`src/rtl/stage_if_pkg.sv`:
```
// Shared widths, defaults, state encoding and fetch-buffer payload for the IF stage.
package stage_if_pkg;

  localparam int unsigned INST_ADDR_W = 32;
  localparam int unsigned INST_W      = 32;

  localparam logic [INST_W-1:0]      NOP_INST_DEFAULT = 32'h0000_0013;
  localparam logic [INST_ADDR_W-1:0] RESET_PC_DEFAULT = 32'h0000_0000;

  typedef enum logic [1:0] {
    IF_IDLE = 2'd0,
    IF_WAIT = 2'd1,
    IF_DROP = 2'd2
  } if_state_e;

  typedef struct packed {
    logic [INST_ADDR_W-1:0] pc;
    logic [INST_W-1:0]      inst;
  } fetch_entry_t;

  // Instruction addresses are word aligned; low two bits are forced to zero.
  function automatic logic [INST_ADDR_W-1:0] word_align(input logic [INST_ADDR_W-1:0] a);
    return {a[INST_ADDR_W-1:2], 2'b00};
  endfunction

endpackage

```
`src/rtl/stage_if_fetch_fifo.sv`:
```
// Small power-of-two FIFO of {pc, inst} entries between the fetch FSM and the decode register.
module fetch_fifo
  import stage_if_pkg::*;
#(
  parameter int unsigned DEPTH = 2,
  localparam int unsigned PTR_W = $clog2(DEPTH),
  localparam int unsigned CNT_W = $clog2(DEPTH + 1)
) (
  input  logic             clk,
  input  logic             rst_n,
  input  logic             push,
  input  logic             pop,
  input  logic             clear,
  input  fetch_entry_t     wdata,
  output fetch_entry_t     head_c,
  output logic [CNT_W-1:0] count,
  output logic             full_c,
  output logic             empty_c
);

  fetch_entry_t     mem_q [DEPTH];
  logic [PTR_W-1:0] wr_ptr_q, wr_ptr_d;
  logic [PTR_W-1:0] rd_ptr_q, rd_ptr_d;
  logic [CNT_W-1:0] count_q, count_d;

  // Clear wins over any push/pop in the same cycle.
  always_comb begin
    wr_ptr_d = wr_ptr_q;
    rd_ptr_d = rd_ptr_q;
    count_d  = count_q;
    if (clear) begin
      wr_ptr_d = '0;
      rd_ptr_d = '0;
      count_d  = '0;
    end else begin
      if (push) wr_ptr_d = wr_ptr_q + PTR_W'(1);
      if (pop)  rd_ptr_d = rd_ptr_q + PTR_W'(1);
      count_d = count_q + CNT_W'(push) - CNT_W'(pop);
    end
  end

  always_ff @(posedge clk or negedge rst_n) begin
    if (!rst_n) begin
      wr_ptr_q <= '0;
      rd_ptr_q <= '0;
      count_q  <= '0;
    end else begin
      wr_ptr_q <= wr_ptr_d;
      rd_ptr_q <= rd_ptr_d;
      count_q  <= count_d;
    end
  end

  always_ff @(posedge clk) begin
    if (push && !clear) mem_q[wr_ptr_q] <= wdata;
  end

  assign head_c  = mem_q[rd_ptr_q];
  assign count   = count_q;
  assign full_c  = (count_q == CNT_W'(DEPTH));
  assign empty_c = (count_q == '0);

  overflow_chk : assert property (@(posedge clk) disable iff (!rst_n)
    !(push && full_c && !pop && !clear));
  underflow_chk : assert property (@(posedge clk) disable iff (!rst_n)
    !(pop && empty_c && !clear));

endmodule

```
`src/rtl/stage_if.sv`:
```
// Instruction-fetch stage: sequential word fetch over req/ack, buffered and presented to decode.
module stage_if
  import stage_if_pkg::*;
#(
  parameter logic [INST_ADDR_W-1:0] RESET_PC   = RESET_PC_DEFAULT,
  parameter int unsigned            FIFO_DEPTH = 2,
  parameter logic [INST_W-1:0]      NOP_INST   = NOP_INST_DEFAULT
) (
  input  logic                   clk,
  input  logic                   rst_n,
  input  logic                   stall,
  input  logic                   flush,
  input  logic [INST_ADDR_W-1:0] flush_pc,
  output logic                   imem_req,
  output logic [INST_ADDR_W-1:0] imem_addr,
  input  logic                   imem_ack,
  input  logic [INST_W-1:0]      imem_rdata,
  output logic [INST_ADDR_W-1:0] if_pc,
  output logic [INST_W-1:0]      if_inst,
  output logic                   if_valid
);

  localparam int unsigned CNT_W = $clog2(FIFO_DEPTH + 1);

  if_state_e              state_q, state_d;
  logic [INST_ADDR_W-1:0] fetch_pc_q, fetch_pc_d;
  logic [INST_ADDR_W-1:0] addr_q, addr_d;
  logic                   req_q, req_d;
  logic [INST_ADDR_W-1:0] if_pc_q, if_pc_d;
  logic [INST_W-1:0]      if_inst_q, if_inst_d;
  logic                   if_valid_q, if_valid_d;

  logic                   push_c;
  logic                   pop_c;
  logic [CNT_W-1:0]       fifo_count;
  logic [CNT_W-1:0]       post_count_c;
  logic                   fifo_full_c;
  logic                   fifo_empty_c;
  fetch_entry_t           head_c;
  fetch_entry_t           push_entry_c;
  logic [INST_ADDR_W-1:0] flush_pc_c;

  assign flush_pc_c   = word_align(flush_pc);
  assign pop_c        = !flush && !stall && !fifo_empty_c;
  assign push_entry_c = '{pc: addr_q, inst: imem_rdata};

  fetch_fifo #(.DEPTH(FIFO_DEPTH)) u_fifo (
    .clk     (clk),
    .rst_n   (rst_n),
    .push    (push_c),
    .pop     (pop_c),
    .clear   (flush),
    .wdata   (push_entry_c),
    .head_c  (head_c),
    .count   (fifo_count),
    .full_c  (fifo_full_c),
    .empty_c (fifo_empty_c)
  );

  // Fetch FSM; during WAIT the outstanding address always equals fetch_pc_q.
  always_comb begin
    state_d      = state_q;
    fetch_pc_d   = fetch_pc_q;
    addr_d       = addr_q;
    push_c       = 1'b0;
    post_count_c = fifo_count + CNT_W'(1) - CNT_W'(pop_c);
    case (state_q)
      IF_IDLE: begin
        if (flush) begin
          fetch_pc_d = flush_pc_c;
        end else if (fifo_count < CNT_W'(FIFO_DEPTH)) begin
          state_d = IF_WAIT;
          addr_d  = fetch_pc_q;
        end
      end
      IF_WAIT: begin
        if (flush) begin
          fetch_pc_d = flush_pc_c;
          state_d    = imem_ack ? IF_IDLE : IF_DROP;
        end else if (imem_ack) begin
          push_c     = 1'b1;
          fetch_pc_d = fetch_pc_q + INST_ADDR_W'(4);
          if (post_count_c < CNT_W'(FIFO_DEPTH)) addr_d = fetch_pc_q + INST_ADDR_W'(4);
          else                                   state_d = IF_IDLE;
        end
      end
      IF_DROP: begin
        if (flush)    fetch_pc_d = flush_pc_c;
        if (imem_ack) state_d    = IF_IDLE;
      end
      default: state_d = IF_IDLE;
    endcase
    req_d = (state_d != IF_IDLE);
  end

  // Decode-facing register: flush beats stall, an empty buffer presents a NOP.
  always_comb begin
    if_pc_d    = if_pc_q;
    if_inst_d  = if_inst_q;
    if_valid_d = if_valid_q;
    if (flush) begin
      if_valid_d = 1'b0;
      if_inst_d  = NOP_INST;
    end else if (!stall) begin
      if (!fifo_empty_c) begin
        if_pc_d    = head_c.pc;
        if_inst_d  = head_c.inst;
        if_valid_d = 1'b1;
      end else begin
        if_valid_d = 1'b0;
        if_inst_d  = NOP_INST;
      end
    end
  end

  always_ff @(posedge clk or negedge rst_n) begin
    if (!rst_n) begin
      state_q    <= IF_IDLE;
      fetch_pc_q <= RESET_PC;
      addr_q     <= RESET_PC;
      req_q      <= 1'b0;
      if_pc_q    <= '0;
      if_inst_q  <= NOP_INST;
      if_valid_q <= 1'b0;
    end else begin
      state_q    <= state_d;
      fetch_pc_q <= fetch_pc_d;
      addr_q     <= addr_d;
      req_q      <= req_d;
      if_pc_q    <= if_pc_d;
      if_inst_q  <= if_inst_d;
      if_valid_q <= if_valid_d;
    end
  end

  assign imem_req  = req_q;
  assign imem_addr = addr_q;
  assign if_pc     = if_pc_q;
  assign if_inst   = if_inst_q;
  assign if_valid  = if_valid_q;

endmodule

```
`config.mk`:
```
export PLATFORM = sky130hd
export DESIGN_NAME = stage_if
export DESIGN_NICKNAME = d
export VERILOG_FILES = /design/src/rtl/stage_if_pkg.sv /design/src/rtl/stage_if_fetch_fifo.sv /design/src/rtl/stage_if.sv
export SDC_FILE = /design/constraint.sdc
export NUM_CORES = 1
export LEC_CHECK = 0
export CORE_UTILIZATION = 50
export DETAILED_ROUTE_END_ITERATION = 8
export PLACE_DENSITY = 0.75
export SLEW_MARGIN = 20
export SYNTH_ARGS = -nofsm -noshare
export SYNTH_HDL_FRONTEND = slang
export SYNTH_SLANG_ARGS = --single-unit
export TNS_END_PERCENT = 50
```
`constraint.sdc`:
```
create_clock -name clk -period 4.8 [get_ports clk]
set_input_delay 0.72 -clock clk [delete_from_list [all_inputs] [get_ports clk]]
set_output_delay 0.72 -clock clk [all_outputs]
set_load 0.01 [all_outputs]
```
======== After elaboration in Yosys (flattened, before gate mapping) ========
Memories as Yosys holds them, arrays and structs flattened.
Cells that the tools add are included.
W data, S select, Z words.
word-level totals
  register bits ........................... 136
  memory bits (writable) .................. 128
  output and inout port bits .............. 98
  memories kept ........................... 1
memories
  memory        words  width  read ports  clocked after memory_dff  wr ports  line                       RTL
  u_fifo.mem_q  2      64     1           0                         1         stage_if_fetch_fifo.sv:21  fetch_entry_t mem_q [DEPTH];
cells by class
  add/subtract/negate cells ............... 7
  magnitude comparators ................... 2
  equality and inequality tests ........... 10
  mux-type cells .......................... 34
  bitwise gates (word level) .............. 3
  reductions and logical operators ........ 17
operators with widths
  operator                 number
  $mux W32                 11
  $pmux W32 S2             2
  $add A32 B3 Y32 const B  1
  $mux W2                  8
  $mux W1                  12
  $ne A2 B2 Y1 const B     5
  $reduce_bool A2 Y1       5
  $pmux W2 S3              1
  $reduce_and A3 Y1        2
  $reduce_and A6 Y1        1
  $logic_not A2 Y1         2
  $lt A2 B2 Y1 const B     2
  $ne A2 B1 Y1 const B     2
  $sub A2 B1 Y2            2
  $logic_and A1 B1 Y1      3
  $logic_not A1 Y1         3
  $ne A3 B3 Y1 const B     1
  $not A1 Y1               3
  $add A1 B1 Y1 const B    2
  $add A2 B1 Y2            1
  $add A2 B1 Y2 const B    1
  $eq A2 B1 Y1 const B     1
  $eq A2 B2 Y1 const B     1
  $reduce_or A2 Y1         1

======== Longest topological paths before layout ========
  word-level depth ........................ 10
  gate-level depth with buffers ........... 10

======== By module ========
From an unflattened synthesis, not the netlist that was laid out.
second synthesis, totals
  cells, all modules ...................... 875
  area total of the unflattened synthesis .. 11,114.4 um^2
by module, submodules not included
  module      times used  cells an instance  area each (um^2)
  stage_if    1           657                6,073.3
  fetch_fifo  1           218                5,041.1

======== Worst setup path before layout ========
Ideal clock, no wire load.
  path type ............................... input-to-reg
  from .................................... input flush
  to ...................................... memory u_fifo.mem_q[0][0] (netlist bit) (enable)
  library setup time ...................... 0.482 ns
  arrival time ............................ 3.605 ns
  required time ........................... 4.318 ns
  setup slack ............................. 0.712 ns
  stages .................................. 3
  cell sequence ........................... nor2_1 > nand3_1 > nor2_1
between the ends
  longest elaborated chain between the ends .. 5
  elaborated cells on any way between the ends .. 6
ends and longest elaborated chain
  item                               line                       RTL
  from (decl)                        stage_if.sv:12             input logic flush,
  $mux W1                            stage_if.sv:77             if (flush) begin
  $mux W1                            stage_if.sv:67             case (state_q)
  $logic_and A1 B1 Y1 (*)            stage_if_fetch_fifo.sv:55  if (push && !clear) mem_q[wr_ptr_q] <= wdata;
  $mux W1 (*)                        stage_if_fetch_fifo.sv:55
  $mux W1 (implied by the code) (*)  stage_if_fetch_fifo.sv:55
  to (decl)                          stage_if_fetch_fifo.sv:21
Every way passes the cells marked *; elsewhere a longest branch is shown, timed or not.

======== Final worst setup path ========
  from .................................... input flush
  to ...................................... register u_fifo.count_q[0] (netlist: u_fifo.count[0])
between the ends
  longest elaborated chain between the ends .. 5
  elaborated cells on any way between the ends .. 8
ends and longest elaborated chain
  item                                                         line                                       RTL
  $mux W1 / $logic_not A1 Y1 (equally long branches)           stage_if.sv:77, stage_if.sv:44
  $mux W1 / $logic_and A1 B1 Y1 (equally long branches)        stage_if.sv:67, stage_if.sv:44
  $add A2 B1 Y2 / $logic_and A1 B1 Y1 (equally long branches)  stage_if_fetch_fifo.sv:38, stage_if.sv:44
  $sub A2 B1 Y2                                                stage_if_fetch_fifo.sv:38                  count_d = count_q + CNT_W'(push) - CNT_W'(pop);
  $mux W2 (*)                                                  stage_if_fetch_fifo.sv:31                  if (clear) begin
  named net u_fifo.count_d[0]                                  stage_if_fetch_fifo.sv:24                  logic [CNT_W-1:0] count_q, count_d;
  to (signal assigned)                                         stage_if_fetch_fifo.sv:50                  count_q <= count_d;
  to (decl)                                                    stage_if_fetch_fifo.sv:24
Mark *: on every way through the listed nets, which the timed path passes. The rest lies on a longest branch.
A chain may end at the register's enable or synchronous reset.

==> impl_results.md <==
- Run status: finished, final reports clean
- CTS Root Cell: clkbuf_16
- Clock power share: between 30% and 40%
- Sequential fraction of the synthesis area: 66.4%
- Most frequent cells in the layout: clkdlybuf4s50_1 (159), dfrtp_1 (126), edfxtp_1 (124)
- Largest net degree at the start of global routing: 104
- Ratio of cells with drive above 1 in the final layout: 8.07%
- Slew HR: 39.4%
- Critical path capture point type: flop
- Cell Int Power: 0.00485 W
- Yosys reg bits: 254
- Total track usage: 20.6%
- Post-Syn Area: 10500 um^2
- Ports: ~170
- Met3 Use GR: 2.89%
- Yosys warning count: 0
- Most used routing layer: met2
- Max-cap violation count: 0
- Clk_skew: 0.00752 ns
- Vias per cell: 5.44
- CTS Buf Count: 26
- Avg WL per Cell: 17.3 um
- Clock latency on the worst-skew pair: 0.51 ns
- Post-CTS Setup Repair Bufs: 0
- Setup TNS: 0 ns
- Initial cell density of the core: 51.5%
- Worst Tran Pin Value: 0.903 ns
- Clock Sinks: 254
- Number of global-route vias before repair: 6744
- Ys async rst share: 51.2%
- Die ar.: 21600 um^2
- Initial drt markers: 393
- M1 GR Usage: between 20% and 30%
- Initial antenna violation count: 0
- Cells after Synth: about 850
- HPWL after detailed placement: 14.1 mm
- Worst EP required: 5.17 ns
- Area grow syn2layout: 27.3%
- Gp weighted congestion: 0.789
- Power share of the combinational group: roughly a fifth
- Met2 Use GR: around 34%
- First-pass GRT wire length: 35.6 mm
- Final setup violation count: 0
- Unique masters post-synth: 57
- Switch share: 26.4%
- WS Path Type: in -> reg
- Die W: 147 um
- Worst-path clk slew: around 0.060 ns
- Nets: between 1k and 1.5k
- Core Region: roughly 20000 um^2
- F_max: roughly 320 MHz
- PwrDens: 492 nW/um^2
- Synth Flop Type: dfrtp_1
- RSZ-0062 raised after global routing: no
- Min Clock Period, post-route: 3.08 ns
- Worst Slack Setup Final: 1.72 ns
- Net Switching: 0.00174 W
- Final Util: 65.5%
- Port bufs: 160
- Final clock period utilization by the worst path: between 60% and 70%
- Routed Wire Length: 22.3 mm
- Crit path DAT: 3.45 ns
- Pins Over Slew Limit: 0
- Pwr Total: 0.00659 W
- Crit path max fanout: 92
- Placement Rows: 52
- Worst Setup Start Kind: primary input
- Cell area after layout: 13400 um^2
- Maximum root-to-sink buffer count: 3
- DR DRC count: 0
- CTS tree: built
- Worst min path class: in -> async
- Pre-CTS setup slack: 1.18 ns
- Commonest non-fill, non-tap cell in the layout: clkdlybuf4s50_1
- Seq pwr share: 45.1%
- Post-route ant nets: 0
- Via Count: 6998
- EDFF count, synth: 124
- Final hold vios: 0
- # resized after CTS: 0
- Die Height: between 100 and 150 um
- Drt pass-1 iters: 5
- Remaining global-route overflow: 0
- Syn_area_per_cell: 12.4 um^2
- Max VDD drop: roughly 0.00022 V
- H-tree levels: 1
- Leak: 5.00 nW
- Antenna cells: 0
- Cts-stage hold buffer count: 0
- Cell Area, Placed: 12300 um^2
-- synthesized netlist by cell type (all sizes together) (2+ instances only) --
library cell / count / area [um^2]
dfrtp: 127 / 3180
edfxtp: 124 / 3720
nand2: 119 / 447
o21ai: 105 / 529
mux2i: 65 / 651
nor2: 38 / 143
a21oi: 32 / 164
buf: 30 / 191
clkbuf: 29 / 110
nand3: 24 / 130
xor2: 24 / 210
nand4: 17 / 121
and2: 9 / 58.8
a2bb2oi: 8 / 70.1
and3: 8 / 50.1
o22ai: 8 / 50.1
xnor2: 8 / 70.1
a31oi: 7 / 43.8
nor3: 6 / 30.0
and4: 5 / 46.3
inv: 5 / 18.8
nand2b: 5 / 31.3
nor2b: 5 / 31.3
o22a: 5 / 43.8
ha: 4 / 50.1
nor4: 4 / 46.3
or3: 4 / 25.0
a311oi: 3 / 26.3
dfstp: 3 / 78.8
a32oi: 2 / 17.5
o211a: 2 / 20.0
o21a: 2 / 15.0
-- final timing paths --
kind / slack, ns / depth (start not counted) / startpoint / endpoint
min in group clk: 0.47 / 2 / if_pc[17]$_DFFE_PN0P_ / if_pc[17]$_DFFE_PN0P_
worst max register to register: 2.27 / 8 / u_fifo.count[1]$_DFF_PN0_ / u_fifo.count[0]$_DFF_PN0_
worst min-delay path: 0.06 / 1 / rst_n / if_inst[12]$_DFFE_PN0P_
max in group asynchronous: 4.05 / 2 / rst_n / if_inst[22]$_DFFE_PN0P_
worst min register to register: 0.47 / 2 / if_pc[17]$_DFFE_PN0P_ / if_pc[17]$_DFFE_PN0P_
worst max-delay path: 1.72 / 8 / flush / u_fifo.count[0]$_DFF_PN0_
-- critical path, cell delays in order --
cell	delay, ns
clkdlybuf4s50_1	0.85
or3_2	0.25
buf_4	0.65
inv_1	0.20
ha_1	0.33
inv_1	0.04
ha_1	0.27
nor2b_1	0.13
-- final cells by class --
type                       count  area (um^2)
inverter                       5         18.8
multi-input combinational    534         3260
tap                          270          338
clock buffer                  30          687
sequential                   254         6980
clock inverter                18          329
timing repair buffer         175         1770
fill                        1543         7040
-- layer usage --
layer / vias to the layer above / share of wire, %
met4: 0 / 1.4
met3: 30 / 6.1
met5: - / 0
met1: 3405 / 45
met2: 206 / 48
li1: 3357 / -
-- power groups by stage --
stage	clock network, W	registers, W	logic (W)
finish	0.00234	0.00297	0.00128
global route	0.00248	0.00302	0.00139
CTS	0.00239	0.00299	0.00127
detailed placement	0	0.00303	0.00126
global placement	0	0.00301	0.00123
floorplan	0	0.00302	0.000516
-- stage by stage --
step | std cells | hold WS (ns)
finish | 1286 | 0.0625
global route | 1286 | 0.0541
detailed placement | 1236 | 0.469
CTS | 1284 | 0.356
floorplan | 852 | 0.424
global placement | 1236 | 0.458
-- sequential cells by signal (all words and copies together) (netlist names) --
name / flops
if_inst: 32
u_fifo.mem_q: 124
fetch_pc_q: 30
imem_addr: 30
u_fifo.rd_ptr_q: 1
state_q: 2
u_fifo.wr_ptr_q: 1
if_valid: 1
imem_req: 1
if_pc: 30
u_fifo.count: 2
-- cells by family (layout without fill, tap and decap cells) --
logic type / after synthesis / in the layout / share of synthesized area (%)
simple gates: 247 / 247 / 11.2
mux: 65 / 65 / 6.19
fa+ha+maj: 4 / 4 / 0.476
xor+xnor: 32 / 32 / 2.67
flops: 254 / 254 / 66.4
other cells: 1 / 4 / 0.0357
compound gates: 182 / 182 / 9.98
buf+inv: 64 / 228 / 3.05
No activity file was read; power rests on OpenSTA's default activity.
